File: config.mk
export PLATFORM = sky130hd
export DESIGN_NAME = md_unit
export DESIGN_NICKNAME = d
export VERILOG_FILES = /design/src/rtl/md_unit.sv
export SDC_FILE = /design/constraint.sdc
export NUM_CORES = 1
export LEC_CHECK = 0
export ABC_CLOCK_PERIOD_IN_PS = 8620
export CORE_ASPECT_RATIO = 0.7
export CORE_UTILIZATION = 52
export CTS_BUF_LIST = sky130_fd_sc_hd__clkbuf_8
export DETAILED_ROUTE_END_ITERATION = 12
export PLACE_DENSITY = 0.85
export RECOVER_POWER = 50
export SLEW_MARGIN = 5
export SYNTH_ARGS = -nofsm -noshare
export SYNTH_HDL_FRONTEND = slang
export SYNTH_SLANG_ARGS = --single-unit
File: constraint.sdc
create_clock -name clk -period 8.62 [get_ports clk]
set_clock_uncertainty 0.15 [all_clocks]
set_input_delay 1.724 -clock clk [delete_from_list [all_inputs] [get_ports clk]]
set_output_delay 1.724 -clock clk [all_outputs]
set_load 0.02 [all_outputs]
File: src/rtl/md_unit.sv
// Iterative MIPS multiply/divide unit feeding the HI/LO registers.
// Latency: 33 clocks from the accepted start edge to hi/lo valid, coincident with done.
// Backpressure: busy holds the pipeline; start, mthi and mtlo are only honoured while idle.
module md_unit #(
    parameter int WIDTH = 32
) (
    input  logic             clk,
    input  logic             rst,
    input  logic             start,
    input  logic [1:0]       op,
    input  logic [WIDTH-1:0] num1,
    input  logic [WIDTH-1:0] num2,
    input  logic             mthi,
    input  logic             mtlo,
    input  logic [WIDTH-1:0] wd,
    output logic             busy,
    output logic             done,
    output logic [WIDTH-1:0] hi,
    output logic [WIDTH-1:0] lo
);

    localparam int CW = $clog2(WIDTH);

    typedef enum logic [1:0] {
        IDLE = 2'd0,
        CALC = 2'd1,
        FIX  = 2'd2
    } state_t;

    state_t           state;
    logic [CW-1:0]    cnt;
    logic [WIDTH-1:0] m;      // multiplicand or divisor magnitude
    logic [WIDTH-1:0] acc;    // partial product high half, or partial remainder
    logic [WIDTH-1:0] q;      // multiplier shifting out, or dividend shifting into quotient
    logic             is_div;
    logic             neg_q;
    logic             neg_r;
    logic             dz;

    // Operand conditioning for the launch edge.
    logic             is_signed;
    logic             sa;
    logic             sb;
    logic [WIDTH-1:0] abs1;
    logic [WIDTH-1:0] abs2;

    assign is_signed = ~op[0];
    assign sa        = is_signed & num1[WIDTH-1];
    assign sb        = is_signed & num2[WIDTH-1];
    assign abs1      = sa ? -num1 : num1;
    assign abs2      = sb ? -num2 : num2;

    // One radix-2 step: shift-add for multiply, restoring shift-subtract for divide.
    logic [WIDTH:0]   mul_sum;
    logic [WIDTH:0]   div_shift;
    logic [WIDTH:0]   div_diff;
    logic             div_ge;
    logic [WIDTH-1:0] acc_step;
    logic [WIDTH-1:0] q_step;

    always_comb begin
        mul_sum   = {1'b0, acc} + (q[0] ? {1'b0, m} : {(WIDTH+1){1'b0}});
        div_shift = {acc, q[WIDTH-1]};
        div_ge    = (div_shift >= {1'b0, m});
        div_diff  = div_shift - {1'b0, m};
        if (is_div) begin
            acc_step = div_ge ? div_diff[WIDTH-1:0] : div_shift[WIDTH-1:0];
            q_step   = {q[WIDTH-2:0], div_ge};
        end else begin
            acc_step = mul_sum[WIDTH:1];
            q_step   = {mul_sum[0], q[WIDTH-1:1]};
        end
    end

    // Sign correction; a zero divisor forces an all-ones quotient, and negating the
    // dividend magnitude restores the original dividend as the remainder.
    logic [2*WIDTH-1:0] prod;
    logic [2*WIDTH-1:0] prod_fix;
    logic [WIDTH-1:0]   quo_fix;
    logic [WIDTH-1:0]   rem_fix;
    logic [WIDTH-1:0]   hi_res;
    logic [WIDTH-1:0]   lo_res;

    always_comb begin
        prod     = {acc, q};
        prod_fix = neg_q ? -prod : prod;
        quo_fix  = dz ? {WIDTH{1'b1}} : (neg_q ? -q : q);
        rem_fix  = neg_r ? -acc : acc;
        if (is_div) begin
            hi_res = rem_fix;
            lo_res = quo_fix;
        end else begin
            hi_res = prod_fix[2*WIDTH-1:WIDTH];
            lo_res = prod_fix[WIDTH-1:0];
        end
    end

    always_ff @(posedge clk) begin
        if (rst) begin
            state  <= IDLE;
            busy   <= 1'b0;
            done   <= 1'b0;
            hi     <= '0;
            lo     <= '0;
            cnt    <= '0;
            m      <= '0;
            acc    <= '0;
            q      <= '0;
            is_div <= 1'b0;
            neg_q  <= 1'b0;
            neg_r  <= 1'b0;
            dz     <= 1'b0;
        end else begin
            done <= 1'b0;
            case (state)
                IDLE: begin
                    if (mthi) hi <= wd;
                    if (mtlo) lo <= wd;
                    if (start) begin
                        state  <= CALC;
                        busy   <= 1'b1;
                        cnt    <= CW'(WIDTH - 1);
                        acc    <= '0;
                        is_div <= op[1];
                        neg_q  <= sa ^ sb;
                        neg_r  <= sa;
                        dz     <= op[1] && (num2 == '0);
                        m      <= op[1] ? abs2 : abs1;
                        q      <= op[1] ? abs1 : abs2;
                    end
                end
                CALC: begin
                    acc <= acc_step;
                    q   <= q_step;
                    cnt <= cnt - 1'b1;
                    if (cnt == '0) state <= FIX;
                end
                FIX: begin
                    hi    <= hi_res;
                    lo    <= lo_res;
                    busy  <= 1'b0;
                    done  <= 1'b1;
                    state <= IDLE;
                end
                default: begin
                    state <= IDLE;
                    busy  <= 1'b0;
                end
            endcase
        end
    end

endmodule

==> summary.txt <==
Logic synthesis
  • Commonest cells in the netlist: nor2_1 (232), nand2_1 (203), a21oi_1 (184), dfxtp_1 (173), clkbuf_1 (115)
  • Post-synth top flop: dfxtp_1
  • Avg Inst Size Synth: roughly 7.3 sq um
  • Post-synth ARST share: 0
  • Syn Nets: between 2,000 and 2,500
  • Yosys warnings: 0
  • Cell count after synthesis: ~2,000
  • Share of the synthesized area in the top cell type: 0.237
  • Flops & latches, synth: between 150 and 200
  • Mapped Area: around 15,000 sq um
  • Synth area leaders: dfxtp_1 (24%), a21oi_1 (6.3%), ha_1 (6.0%)
  • Yosys top cell by area: dfxtp_1
  • Distinct cell type count after synthesis: slightly below 90
  • Sequential fraction of the synthesis area: 0.237
  • Post-synth EDFFs: 0
  • Count leader, synth: nor2_1

Clock tree
  • Post-CTS Setup Bufs: 0
  • Cts repair resizes: 0
  • Clock tree root driver cell: clkbuf_8
  • # clock sinks: between 150 and 200
  • Cts hold-fix bufs: 0
  • Clk pin slew, worst setup/hold paths: ~0.10 ns
  • H-tree Lvls: 4
  • Clk buf depth: 2
  • TritonCTS clock tree: done
  • CTS buffer count: 17
  • Clock Latency Late Sink: slightly below 0.5 ns

Global routing
  • First-pass GRT wire length: just over 80,000 um
  • Vias in the first global route: about 14,000
  • Initial antenna violation count: 1
  • GRT overflow: 0
  • Total track usage: 0.363
  • Largest net degree at the start of global routing: just under 90

Worst setup path
  • Worst-path cell chain: dlygate4sd3_1 -> nor3b_1 -> clkbuf_1 -> nor2_1 -> a221oi_1 -> nor3_1
  • Reg2reg end: acc[2]$_SDFFE_PP0P_
  • Crit path max-delay cell type: clkbuf_1
  • R2R Setup Slk: 4.26 ns
  • Worst R2R Start: state[1]$_SDFFE_PP0P_
  • Startpoint types: input pin
  • CP Class: in2reg
  • WP data required: slightly below 9 ns
  • Worst Path Max Fanout: 50
  • Worst Path Arrival: around 5.9 ns
  • Crit end category: flop
  • Reg2Reg Depth: 5
  • Delay of the slowest cell on the worst path: 1.81 ns

Drt
  • Wirelength per Cell: 22.0 um
  • Antenna viol nets, final: 0
  • Post-route DRC: 2
  • Wirelength, routed: 53,600 um
  • Via/cell ratio: around 6.6
  • DRT Pass-1 Iters: 12
  • Initial DRC count: about 1,900
  • Routed via count: 16,100

STA
  • Setup Viol. Count Final: 0
  • Max-slew violations: approximately 170
  • Worst-margin pin slew: 2.55 ns
  • Setup TNS: 0 ns
  • RSZ-0062 raised after global routing: false
  • Final Hold Fails: 0
  • Final period util: 0.669
  • Tmin final: around 5.8 ns
  • F_max: between 150 and 200 MHz
  • Slew margin rel.: -0.703

Layout
  • Area Growth Syn to Fin: 14.5%
  • Share of layout cells above drive strength 1: 0.0448
  • Ant diodes: 0
  • Fin nets: approximately 2,200

Placed design
  • DP Wirelength: 41,600 um
  • Buffers on Ports: 168
  • RD Place Congestion: roughly 1.0

Die
  • Initial Util: 0.538
  • Die ar.: about 29,000 sq um
  • Core Area: 27,200 sq um
  • Die Y-Extent: between 100 and 150 um
  • I/O pin total: around 170
  • Cell row count: 50
  • Die width: 202 um

Worst hold path
  • Hold_sp: lo[28]$_SDFFE_PP0P_
  • Worst Hold Depth: 2
  • Hold Path Sink: lo[28]$_SDFFE_PP0P_
  • Worst Hold Class: reg2reg

Job
  • Max cap viols: 3

Outcome
  • Status: complete, but fails checks
  • Failing checks: design-rule violations, max-capacitance violations, max-slew violations

Pwr
  • Maximum VDD drop: roughly 100 uV
  • Pwr dens: roughly 150 nW/um^2
  • Total power: 2.56 mW
  • LEAKAGE: 6.41 nW
-- worst max-delay path by stage --
stage                 start              endpoint  slack, ns  cells after the start
detailed placement  num2[0]    m[30]$_SDFFE_PP0P_       3.91                     12
finish                start   acc[2]$_SDFFE_PP0P_       2.85                      6
global placement    num2[0]    m[26]$_SDFFE_PP0P_       4.02                     12
global route            rst  acc[17]$_SDFFE_PP0P_       2.61                      6
CTS                 num2[0]    m[30]$_SDFFE_PP0P_       4.39                     12
floorplan           num2[0]    m[26]$_SDFFE_PP0P_       4.74                     11
-- critical path, delay by kind of cell --
kind	cells	cell delay, ns
AO/OA/AOI/OAI	1	0.48
buffers and inverters	2	2.49
AND/OR/NAND/NOR	3	1.17
-- cell families after synthesis --
logic type      count (synthesis)  share of synthesized area
simple gates                  670                      0.214
compound gates                664                      0.298
buf+inv                       207                     0.0558
flops                         173                      0.237
xor+xnor                      169                      0.101
fa+ha+maj                      72                     0.0627
mux                            45                     0.0310
-- through the flow --
step,area [sq um],cells,hold WS [ns],utilization,setup WS [ns]
2_1_floorplan,14600,2000,0.282,-,4.74
3_5_place_dp,16300,2407,0.296,0.602,3.91
4_1_cts,16800,2438,0.311,0.618,4.39
5_1_grt,16700,2438,0.326,0.617,2.61
3_3_place_gp,16300,2407,0.291,0.602,4.02
6_report,16700,2438,0.307,0.617,2.85
-- power breakdown --
group | leakage, nW | switching [mW] | internal [mW]
Combinational | 4.77 | 0.583 | 0.361
Clock | 0.219 | 0.350 | 0.299
Sequential | 1.42 | 0.0971 | 0.868
Total | 6.41 | 1.03 | 1.53
-- placed cells by master, fill, tap and decap left out, types with 14 or more instances in the layout --
master / netlist / final
dlygate4sd3_1: 0 / 64
nand3_1: 27 / 27
nand4_1: 16 / 16
dfxtp_1: 173 / 172
buf_4: 1 / 17
a31oi_1: 35 / 35
o31ai_1: 28 / 28
clkbuf_8: 0 / 17
or3_1: 17 / 17
ha_1: 70 / 70
a21oi_1: 184 / 184
xor2_1: 72 / 72
inv_1: 61 / 61
nor2_1: 232 / 230
mux2i_1: 43 / 43
o221ai_1: 31 / 31
nand2_1: 203 / 203
clkdlybuf4s50_1: 0 / 102
o21ai_0: 112 / 113
a22oi_1: 14 / 14
nor4_1: 19 / 19
o211ai_1: 35 / 35
nor3_1: 57 / 56
a211oi_1: 69 / 69
nor2b_1: 15 / 14
nand2b_1: 24 / 24
a21o_1: 25 / 25
xnor2_1: 97 / 97
o22ai_1: 22 / 22
-- final cells by class --
cell class / instances / area [sq um]
sequential: 173 / 3460
clock inverter: 14 / 196
tap: 364 / 455
fill: 2467 / 10400
inverter: 62 / 233
clock buffer: 17 / 234
timing repair buffer: 188 / 1810
multi-input combinational: 1620 / 10300
-- registers in the layout, indices dropped and copies added (netlist names) --
signal	count
acc	32
hi	32
lo	32
m	32
q	32
cnt	5
state	2
busy	1
done	1
dz	1
is_div	1
neg_q	1
neg_r	1
-- routing by layer --
layer  GRT usage  part of all wire
met5           0                 0
met4       0.104             0.026
met3       0.105              0.15
met2       0.513              0.39
met1       0.527              0.43
Note: power is estimated with default switching activity, not from simulation.
